## src/rtl/actfunc_pkg.sv

```systemverilog
// Shared fixed-point helpers for the activation forward/backward units.
// Q-format constants and the common shift/round function live here.
package actfunc_pkg;

  localparam int ACT_WIDTH = 16;
  localparam int ACT_FP    = 12;
  localparam int FP_ONE    = 1 << ACT_FP;
  localparam int FP_HALF   = 1 << (ACT_FP - 1);

  // Arithmetic right shift by sh; with rnd set, add half an LSB first so the
  // result rounds to nearest with ties going toward +inf.
  function automatic logic signed [63:0] fx_shr(input logic signed [63:0] x,
                                                 input int sh,
                                                 input bit rnd);
    logic signed [63:0] bias;
    bias = rnd ? (64'sd1 <<< (sh - 1)) : 64'sd0;
    return (x + bias) >>> sh;
  endfunction

endpackage

```

## src/rtl/fx_mul_shift.sv

```systemverilog
// Signed multiply followed by a fixed-point shift/round, result registered.
// One pipeline stage; holds its output while en is low.
module fx_mul_shift
  import actfunc_pkg::*;
#(
  parameter int AW  = 17,
  parameter int BW  = 17,
  parameter int OW  = 16,
  parameter int SH  = 12,
  parameter bit RND = 1'b0
) (
  input  logic                 clk,
  input  logic                 rst,
  input  logic                 en,
  input  logic signed [AW-1:0] a,
  input  logic signed [BW-1:0] b,
  output logic signed [OW-1:0] q
);

  localparam int PW = AW + BW;

  logic signed [PW-1:0] prod;
  logic signed [63:0]   shifted;

  // Full-precision product, then scale back into the output Q format.
  always_comb begin
    prod    = PW'(a) * PW'(b);
    shifted = fx_shr(64'(prod), SH, RND);
  end

  // Result register; upper bits beyond OW are known to be sign copies.
  always_ff @(posedge clk) begin
    if (rst)     q <= '0;
    else if (en) q <= OW'(shifted);
  end

endmodule

```

## src/rtl/sigmoid_bwd.sv

```systemverilog
// Sigmoid backward pass: dx = g * y * (1 - y), 3-stage valid/ready pipeline.
// S1 clamps y to 1.0, S2 forms d = y(1-y), S3 forms dx = g*d.
// Build option: define SIGMOID_BWD_RND_EN to round both shifts to nearest
// instead of truncating (floor).
module sigmoid_bwd
  import actfunc_pkg::*;
#(
  parameter int WIDTH = ACT_WIDTH,
  parameter int FP    = ACT_FP,
  parameter int TAGW  = 4
) (
  input  logic             clk,
  input  logic             rst,
  input  logic             in_valid,
  output logic             in_ready,
  input  logic [WIDTH-1:0] in_y,
  input  logic [WIDTH-1:0] in_g,
  input  logic [TAGW-1:0]  in_tag,
  output logic             out_valid,
  input  logic             out_ready,
  output logic [WIDTH-1:0] out_dx,
  output logic [TAGW-1:0]  out_tag
);

  localparam int STAGES = 3;
  localparam logic [WIDTH-1:0] ONE = WIDTH'(1) << FP;

`ifdef SIGMOID_BWD_RND_EN
  localparam bit RND = 1'b1;
`else
  localparam bit RND = 1'b0;
`endif

  typedef struct packed {
    logic [WIDTH-1:0] y;
    logic [WIDTH-1:0] g;
    logic [TAGW-1:0]  tag;
  } s1_t;

  typedef struct packed {
    logic [WIDTH-1:0] g;
    logic [TAGW-1:0]  tag;
  } s2_t;

  logic [STAGES:1]   vld_pipe;
  logic              adv;
  logic              acc;
  logic [WIDTH-1:0]  y_c;
  logic [WIDTH-1:0]  one_minus_y;
  logic [WIDTH-1:0]  d2;
  logic signed [WIDTH-1:0] dx3;
  s1_t               s1;
  s2_t               s2;
  logic [TAGW-1:0]   tag3;

  // Whole pipe moves in lockstep; only a stalled S3 can block it.
  assign adv      = !vld_pipe[STAGES] || out_ready;
  assign in_ready = adv && !rst;
  assign acc      = in_valid && in_ready;

  // Activations above 1.0 would make (1 - y) negative; pin them to 1.0.
  assign y_c         = (in_y > ONE) ? ONE : in_y;
  assign one_minus_y = ONE - s1.y;

  // Valid shift register; bubbles advance like real samples.
  always_ff @(posedge clk) begin
    if (rst)      vld_pipe <= '0;
    else if (adv) vld_pipe <= {vld_pipe[STAGES-1:1], acc};
  end

  // Sideband and operand registers travelling with the valid bits.
  always_ff @(posedge clk) begin
    if (rst) begin
      s1   <= '0;
      s2   <= '0;
      tag3 <= '0;
    end else if (adv) begin
      s1   <= '{y: y_c, g: in_g, tag: in_tag};
      s2   <= '{g: s1.g, tag: s1.tag};
      tag3 <= s2.tag;
    end
  end

  // S2: d = y(1-y); both operands are non-negative, zero-extended.
  fx_mul_shift #(
    .AW(WIDTH + 1), .BW(WIDTH + 1), .OW(WIDTH), .SH(FP), .RND(RND)
  ) u_d (
    .clk (clk),
    .rst (rst),
    .en  (adv),
    .a   ($signed({1'b0, s1.y})),
    .b   ($signed({1'b0, one_minus_y})),
    .q   (d2)
  );

  // S3: dx = g*d; d <= 0.25 so the result always fits WIDTH bits.
  fx_mul_shift #(
    .AW(WIDTH), .BW(WIDTH + 1), .OW(WIDTH), .SH(FP), .RND(RND)
  ) u_dx (
    .clk (clk),
    .rst (rst),
    .en  (adv),
    .a   ($signed(s2.g)),
    .b   ($signed({1'b0, d2})),
    .q   (dx3)
  );

  assign out_valid = vld_pipe[STAGES];
  assign out_dx    = dx3;
  assign out_tag   = tag3;

endmodule

```

## config.mk

```make
export PLATFORM = sky130hd
export DESIGN_NAME = sigmoid_bwd
export DESIGN_NICKNAME = d
export VERILOG_FILES = /design/src/rtl/actfunc_pkg.sv /design/src/rtl/fx_mul_shift.sv /design/src/rtl/sigmoid_bwd.sv
export SDC_FILE = /design/constraint.sdc
export NUM_CORES = 1
export LEC_CHECK = 0
export ABC_AREA = 1
export CAP_MARGIN = 20
export CORE_ASPECT_RATIO = 1.2
export CORE_UTILIZATION = 58
export DETAILED_ROUTE_END_ITERATION = 10
export GPL_TIMING_DRIVEN = 0
export PLACE_DENSITY = 0.82
export SYNTH_ARGS = -nofsm -noshare
export SYNTH_HDL_FRONTEND = slang
export SYNTH_SLANG_ARGS = --single-unit
```

## constraint.sdc

```tcl
create_clock -name clk -period 10.3 [get_ports clk]
set_clock_uncertainty 0.2 [all_clocks]
set_input_delay 1.03 -clock clk [delete_from_list [all_inputs] [get_ports clk]]
set_output_delay 1.03 -clock clk [all_outputs]
set_load 0.02 [all_outputs]
```

**Yosys cells after proc, flatten, opt, wreduce, memory -nomap -nowiden**

Index checks and enable logic that the tools add are counted.

- Order comparisons: 1
- Multipliers: 2
- Add/sub/neg operators: 1
- Reductions and logical operators: 5
- Multiplexer cells: 1

Operators with widths:

| kind | number |
|---|---|
| $mul 16x16->28 | 1 |
| $mul 16x17->28 | 1 |
| $gt 16x13->1 const B | 1 |
| $mux 16 | 1 |
| $sub 13x16->16 const A | 1 |
| $logic_and 1x1->1 | 2 |
| $logic_not 1->1 | 2 |
| $logic_or 1x1->1 | 1 |

- Input port bits: 40
- Logic and storage cells: 19
- Output and inout port bits: 22
- Register bits after elaboration: 95

**Longest topological paths before layout**

Gate-level depths: netlist (run 1).

- Depth in word-level cells: 4
- Gate-level depth with buffers: 36
- Gate-level depth less buffers: 34

**Cells and area by module**

A second synthesis (run 1) with hierarchy kept.

- Cells, all modules: 3137
- Area, all modules: 23204.8 um^2

Modules (own cells, without submodules):

| module | seq. area each (um^2) | instances | cells each | area an instance (um^2) |
|---|---|---|---|---|
| fx_mul_shift (u_d) | 320.3 | 1 | 1417 | 10478.8 |
| fx_mul_shift (u_dx) | 320.3 | 1 | 1362 | 10098.4 |
| sigmoid_bwd | 1261.2 | 1 | 358 | 2627.5 |

**Worst setup path before layout (run 1)**

Ideal clock, no wire load.

- Path type: reg-to-reg
- From: register s1[20] (netlist bit)
- To: register u_d.q[2]
- Setup slack: 3639 ps
- Data arrival time: 6327 ps
- Clock period less this slack: 6661 ps
- Path buffers: 2
- Required time: 9966 ps
- Setup time: 134 ps
- Cell stages (with the launch flop): 31
- Path through: dfxtp_1 > clkbuf_1 > inv_2 > ha_1 > inv_1 > nor3_1 > ha_1 > inv_1 > clkbuf_1 > nand2_1 > fa_1 > inv_1 > fa_1 > inv_1 > fa_1 > inv_1 > fa_1 > inv_1 > fa_1 > inv_1 > fa_1 > ha_1 > nand2_1 > nor2_1 > inv_1 > nor3_1 > nand2_1 > nand3_1 > nand2_1 > nor2_1 > a211oi_2

- Cells in the longest elaborated chain, start to end: 2

RTL lines:

| what | RTL line | RTL |
|---|---|---|
| start, declared | sigmoid_bwd.sv:52 | `s1_t s1;` |
| start signal, assigned | sigmoid_bwd.sv:78 | `s1 <= '{y: y_c, g: in_g, tag: in_tag};` |
| $sub 13x16->16 | sigmoid_bwd.sv:63 | `assign one_minus_y = ONE - s1.y;` |
| $mul 16x16->28 * | fx_mul_shift.sv:27 | `prod = PW'(a) * PW'(b);` |
| end signal, assigned | fx_mul_shift.sv:34 | `else if (en) q <= OW'(shifted);` |
| end, declared | fx_mul_shift.sv:17 | `output logic signed [OW-1:0] q` |

Every way passes the cells marked *; elsewhere a longest branch is shown, timed or not.
A chain may end at the register's enable or synchronous reset.

**Worst setup path after layout (run 1)**

- From: register s1[20] (netlist bit)
- To: register u_d.q[10]

Same word-level chain as after synthesis.

==> metrics.md, run 1 <==
| Metric | Value |
|---|---|
| Largest family of logic cells by synthesized area | adder cells |
| Int Pwr | 0.0008697 W |
| Unrepaired setup endpoints after global routing | false |
| Vias | ~18,000 |
| Final critical-path required period | 8227 ps |
| Max-slew headroom | 42.20% |
| Pwr dens | 72.88 nW/um2 |
| Core area | about 35,000 um2 |
| Critical path required time | 10,370 ps |
| DRC violations left | 0 |
| Max Fclk | 0.1215 GHz |
| Count of final max-slew check failures | 0 |
| Post-route cell area | 21,980 um2 |
| Worst setup SP type | flop |
| Sw power | roughly 0.00073 W |
| Syn. warnings | 0 |
| Die Y-Extent | 207.8 um |
| Drt total wl | 59.98 mm |
| RePlAce Congestion | about 1.1 |
| Synthesized Nets | 3,387 |
| WL per Instance | about 18 um |
| Number of setup violations in the final report | 0 |
| Cell leakage power | 12.06 nW |
| Fin Setup TNS | 0 ps |
| Arrival @ worst endpoint | 8300 ps |
| Reg power frac | 26.4% |
| Seq/Total Area, Yosys | 9.288% |
| Clock buffer depth | 2 |
| Status | complete, no violations |
| Die X | ~170 um |
| Commonest non-fill, non-tap cell in the layout | inv_1 |
| Post-Synth Adder-Cell Area | 48.22% |
| Vias/cell | between 5 and 6 |
| Clock root buffer | clkbuf_16 |
| Slew @ Worst Pin | a little under 900 ps |
| Count of cell types in the netlist | 44 |
| Crit end category | flop |
| Final #Nets | ~3,500 |
| Worst skew pair latency | 380 ps |
| Xor and xnor area share after synthesis | less than 1% |
| Post-synth EDFFs | 0 |
| Sw Ratio | between 40% and 50% |
| Clock share of power | 23.3% |
| Max Cap Viol | 0 |
| R2R setup slack | 2070 ps |
| Clock slew at reported path FFs | 80 ps |
| Most frequent cells in the layout | inv_1, nand2_1, fa_1, nor2_1, ha_1 |
| Initial Util | 58.66% |
| Comb pwr share | 50.3% |
| Post-CTS resize count | 0 |
| Layout Area Growth over Synthesis | 7.345% |
| Simple-Gate Fraction of Synth Area | 20.84% |
| TritonCTS sink count | 95 |
| Fillers | ~3,100 |
| Hold Crit Class | reg2reg |
| DRT Pass-1 Iters | 8 |
| CP Max Fanout | 11 |
| GRT Overall Usage | roughly a third |
| Iter 0 DRT Violations | approximately 1,500 |
| Syn Inst Count | 2,784 |
| Crit Path Category | reg2reg |
| Main synth FF type | dfxtp_1 |
| CTS Hold Bufs | 0 |
| TritonCTS clock tree | yes |
| Compound-Gate Fraction of Synth Area | 5.304% |
| Hold Vio Cnt, Final | 0 |
| Full die area | 36,060 um2 |
| Register bit total from synthesis | 95 |
| Max incr delay on CP | 580 ps |
| Post-synthesis mux area share | 0% |
| Worst VDD drop | 0.1231 mV |
| Max stage delay cell, worst path | fa_1 |
| Number of I/O port buffers | 61 |
| IO Pins | a little over 60 |
| Largest net degree at the start of global routing | 18 |
| Clock buffer count from CTS | 9 |
| Fraction of layout cells with a size suffix above 1 | 2.656% |
| Post-CTS Setup Inserts | 0 |
| Vias in the first global route | approximately 19,000 |
| Tcrit/Tclk final | ~80% |
| Half-perimeter wire length after placement | 51.04 mm |
| Remaining Overflow, GRT | 0 |
| Mean post-synth cell area | 7.355 um2 |
| Row count | 75 |
| First-pass GRT wire length | 96.38 mm |
| Placed instance area | 21,660 um2 |
| CTS H-tree lvls | 3 |
| Netlist Area Pre-Place | ~20,000 um2 |
| Async S/R FF share, synth | 0% |
| Crit path top cell by count | inv_1 |
| Initial antenna violation count | 1 |
| Routed Antenna Nets | 0 |
## Yosys cell counts (12+ instances only)
master | count | share of area, %
a21oi_1 | 78 | 1.9
clkbuf_1 | 102 | 1.9
dfxtp_1 | 95 | 9.3
fa_1 | 377 | 37
ha_1 | 186 | 11
inv_1 | 716 | 13
inv_2 | 12 | 0.22
nand2_1 | 637 | 12
nand3_1 | 80 | 2.0
nor2_1 | 273 | 5.0
nor3_1 | 19 | 0.46
o21ai_0 | 98 | 2.4
## final cells by class
cell class,instances,area [um2],share of cell area [%]
Antenna cell,1,2.502,0.01138
Timing Repair Buffer,61,610.6,2.778
Inverter,733,2756,12.54
Clock buffer,10,239.0,1.087
Tap cell,462,578.1,2.630
Sequential cell,95,1902,8.653
Multi-Input combinational cell,1835,15320,69.72
Clock inverter,6,73.82,0.3359
Buffer,121,493.0,2.243
## kinds of logic (layout without fill, tap and decap cells)
family	after synthesis	after routing
compound gates	203	203
flops	95	95
other cells	0	1
simple gates	1058	1058
buf+inv	854	931
fa+ha+maj	563	563
xor+xnor	11	11
## routing by layer
metal	GRT usage (%)	vias to the layer above	part of all wire, %
met5	0	-	0
met4	22.31	0	7.0
met3	4.652	277	7.8
met2	61.68	891	50
met1	39.16	8699	35
li1	-	8236	-
## registers in the layout, indices dropped and copies added, names as in the netlist
| register | flops |
|---|---|
| s2 | 20 |
| out_tag | 4 |
| u_d.q | 16 |
| s1 | 36 |
| vld_pipe | 3 |
| u_dx.q | 16 |
## path summary, 6_finish.rpt
check | cells past startpoint | to | startpoint
max | 30 | u_d.q[10] | s1[20]
min | 2 | vld_pipe[2] | vld_pipe[2]
min reg2reg | 2 | vld_pipe[2] | vld_pipe[2]
max reg2reg | 30 | u_d.q[10] | s1[20]
## power groups by stage
stage	Clock [W]	Sequential, W	Combinational [W]
6_report	0.000374	0.000423	0.000805
5_1_grt	0.000387	0.000426	0.000884
3_3_place_gp	0	0.000430	0.000773
3_5_place_dp	0	0.000431	0.000788
2_1_floorplan	0	0.000439	0.000494
4_1_cts	0.000375	0.000423	0.000795
## stage by stage
step | std cells | util, % | total power [W] | hold slack, ps | worst slack, ps
5_1_grt | 3323 | 62.96 | 0.001697 | 295.8 | 1546
3_3_place_gp | 3307 | 62.06 | 0.001203 | 259.9 | 2337
2_1_floorplan | 2784 | - | 0.0009330 | 229.7 | 3639
6_report | 3324 | 62.96 | 0.001602 | 279.3 | 2073
4_1_cts | 3323 | 62.96 | 0.001592 | 282.2 | 2169
3_5_place_dp | 3307 | 62.06 | 0.001219 | 266.5 | 2214
## worst max-delay path: cells and delay by family (launching register included)
family,cells,cell delay (ps)
and+or+nand+nor,7,760
AOI/OAI and AO/OA,3,900
buffers and inverters,11,1760
DFF,1,470
adders and majority gates,9,4010
No activity file was read; power rests on OpenSTA's default activity.
==> run 2: changes to the inputs <==
==> constraint.sdc (replaced) <==
create_clock -name clk -period 8.3 [get_ports clk]
set_clock_uncertainty 0.2 [all_clocks]
set_input_delay 0.83 -clock clk [delete_from_list [all_inputs] [get_ports clk]]
set_output_delay 0.83 -clock clk [all_outputs]
set_load 0.02 [all_outputs]
==> run 2 against run 1 <==
- power increased by 24%
- cell count hardly changed
- clock power rose by 24%
- via count down 0.24%
- register-to-register slack got worse by 1700 ps
- combinational power increased by 24%
- clock-buffer cell count is the same
- core utilization hardly changed
- non-clock buffer count down 1
- worst setup slack got worse by 1700 ps
- critical path depth down 1
- sequential power rose by 24%
- critical path type unchanged
- largest cell class unchanged
- largest power group unchanged
==> metrics.md, run 2 (synthesized netlist as in run 1, its figures left out) <==
| Metric | Value |
|---|---|
| Status | complete, no violations |
| Number of flip-flops in the largest register | 36 (unchanged) |
| Unrepaired setup endpoints after global routing | false |
| CTS Hold Bufs | 0 (unchanged) |
| Sw Ratio | 45.77% (+0.063 points) |
| Worst setup SP type | flop |
| Pwr dens | 90.56 nW/um2 (+24%) |
| Vias/cell | 5.435 (-0.21%) |
| Max Fclk | 0.1264 GHz (+4.0%) |
| TritonCTS sink count | 95 (unchanged) |
| Cell leakage power | 12.07 nW (about the same) |
| Worst VDD drop | 0.1533 mV (+25%) |
| WL per Instance | 18.06 um (about the same) |
| Worst skew pair latency | 380 ps (about the same) |
| Die Y-Extent | 207.8 um (unchanged) |
| Arrival @ worst endpoint | 7990 ps (-310 ps) |
| Remaining Overflow, GRT | 0 (unchanged) |
| Max Cap Viol | 0 (unchanged) |
| CP Max Fanout | 12 (+1) |
| Layout Area Growth over Synthesis | 7.333% (about the same) |
| Hold path endpoint | vld_pipe[2] |
| WHS Path Cells | 2 (unchanged) |
| Core area | 34,910 um2 (unchanged) |
| RR Startpoint | s1[21] |
| DRC violations left | 0 (unchanged) |
| Final critical-path required period | 7911 ps (-316.6 ps) |
| Comb pwr share | 50.2% (about the same) |
| Sw power | 0.0009109 W (+24%) |
| R2R depth | 29 (-3.3%) |
| Iter 0 DRT Violations | 1,515 (unchanged) |
| Crit Path Category | reg2reg |
| Hold Crit Class | reg2reg |
| DRT Pass-1 Iters | 8 (unchanged) |
| Drt total wl | 60.00 mm (about the same) |
| Full die area | 36,060 um2 (unchanged) |
| Die X | 173.5 um (unchanged) |
| Slew @ Worst Pin | 842.4 ps (-24.59 ps) |
| Biggest register | s1 |
| Max incr delay on CP | 580 ps (about the same) |
| Crit path top cell by count | inv_1 |
| Total power | 0.001990 W (+24%) |
| Post-CTS Setup Inserts | 0 (unchanged) |
| GRT Overall Usage | 34.73% (about the same) |
| Hold Vio Cnt, Final | 0 (unchanged) |
| Placed instance area | 21,660 um2 (unchanged) |
| Fin Setup TNS | 0 ps (unchanged) |
| Tcrit/Tclk final | 95.31% (+15 points) |
| Largest registers | s1 x36, s2 x20 |
| Post-route cell area | 21,980 um2 (about the same) |
| Fillers | 3,132 (unchanged) |
| R2R setup slack | 390 ps (-1680 ps) |
| Crit end category | flop |
| R2r endpoint | u_d.q[10] |
| Initial antenna violation count | 1 (unchanged) |
| Max-slew headroom | 43.84% (+1.6 points) |
| Half-perimeter wire length after placement | 51.04 mm (unchanged) |
| Count of final max-slew check failures | 0 (unchanged) |
| Critical path required time | 8380 ps (-1990 ps) |
| Min-delay src | vld_pipe[2] |
| Vias in the first global route | 18,920 (-0.016%) |
| Number of I/O port buffers | 61 (unchanged) |
| Reg power frac | 26.4% (about the same) |
| Multi-input logic area | 15,320 um2 (unchanged) |
| Clock slew at reported path FFs | 80 ps (about the same) |
| Final #Nets | 3,458 (-0.029%) |
| Clock share of power | 23.4% (about the same) |
| Final core occ | 62.96% (about the same) |
| Int Pwr | 0.001079 W (+24%) |
| Fraction of layout cells with a size suffix above 1 | 2.692% (+0.036 points) |
| Clock root buffer | clkbuf_16 |
| TritonCTS clock tree | yes |
| IO Pins | 62 (unchanged) |
| Initial Util | 58.66% (unchanged) |
| RePlAce Congestion | 1.075 (unchanged) |
| Reg area | 1902 um2 (unchanged) |
| Row count | 75 (unchanged) |
| Clock buffer depth | 2 (unchanged) |
| Commonest non-fill, non-tap cell in the layout | inv_1 |
| CTS H-tree lvls | 3 (unchanged) |
| Number of setup violations in the final report | 0 (unchanged) |
| Most frequent cells in the layout | inv_1, nand2_1, fa_1, nor2_1, ha_1 |
| Max stage delay cell, worst path | fa_1 |
| First-pass GRT wire length | 96.32 mm (about the same) |
| Routed Antenna Nets | 0 (unchanged) |
| Vias | 18,060 (-0.24%) |
| Clock buffer count from CTS | 9 (unchanged) |
| Largest net degree at the start of global routing | 18 (unchanged) |
[run 2: worst max path at each step]
stage,startpoint,endpoint,cells after the start
2_1_floorplan,s1[20],u_d.q[2],30
3_3_place_gp,s1[20],u_d.q[10],30
3_5_place_dp,s1[20],u_d.q[10],30
4_1_cts,s1[20],u_d.q[10],30
5_1_grt,s1[21],u_d.q[10],29
6_report,s1[21],u_d.q[10],29
[run 2: power groups by stage]
stage                     clock network [W]  registers, W  logic, W
after global placement                    0      0.000533  0.000959
after CTS                          0.000465      0.000524  0.000986
final                              0.000465      0.000525   0.00100
after global routing               0.000480      0.000529   0.00110
after detailed placement                  0      0.000535  0.000978
after floorplan                           0      0.000545  0.000612
[run 2: layout make-up]
class / count / share of cell area, %
multi-input cells: 1835 / 69.73
clock buffers: 10 / 1.087
clock inverters: 6 / 0.3359
plain buffers: 120 / 2.232
diodes: 1 / 0.01139
repair buffers: 61 / 2.778
inverters: 733 / 12.54
well taps: 462 / 2.630
flip-flops and latches: 95 / 8.654
[run 2: metrics by stage]
step / instances / worst slack (ps) / hold slack [ps]
2_1_floorplan: 2784 / 1639 / 229.7
6_report: 3323 / 389.4 / 275.7
3_5_place_dp: 3307 / 213.9 / 266.5
4_1_cts: 3323 / 169.1 / 282.2
3_3_place_gp: 3307 / 337.3 / 259.9
5_1_grt: 3322 / 44.02 / 295.8
[run 2: timing repair]
action | in CTS | in global routing
setup endpoints to repair | 0 | 14
hold endpoints to repair | 0 | 0
gates resized for setup | 0 | 2
[run 2: layer usage]
layer	vias to the layer above	GRT usage, %	wire length, um
met5	-	0	0
met4	0	22.43	4027
met3	260	4.652	4509
met2	867	61.61	30160
met1	8691	39.11	21300
li1	8241	-	-
[run 2: critical path, delay by kind of cell (launching register included)]
kind | cells | cell delay [ps]
simple gates | 7 | 750
compound gates | 3 | 910
buf+inv | 10 | 1460
flops | 1 | 380
fa+ha+maj | 9 | 4070
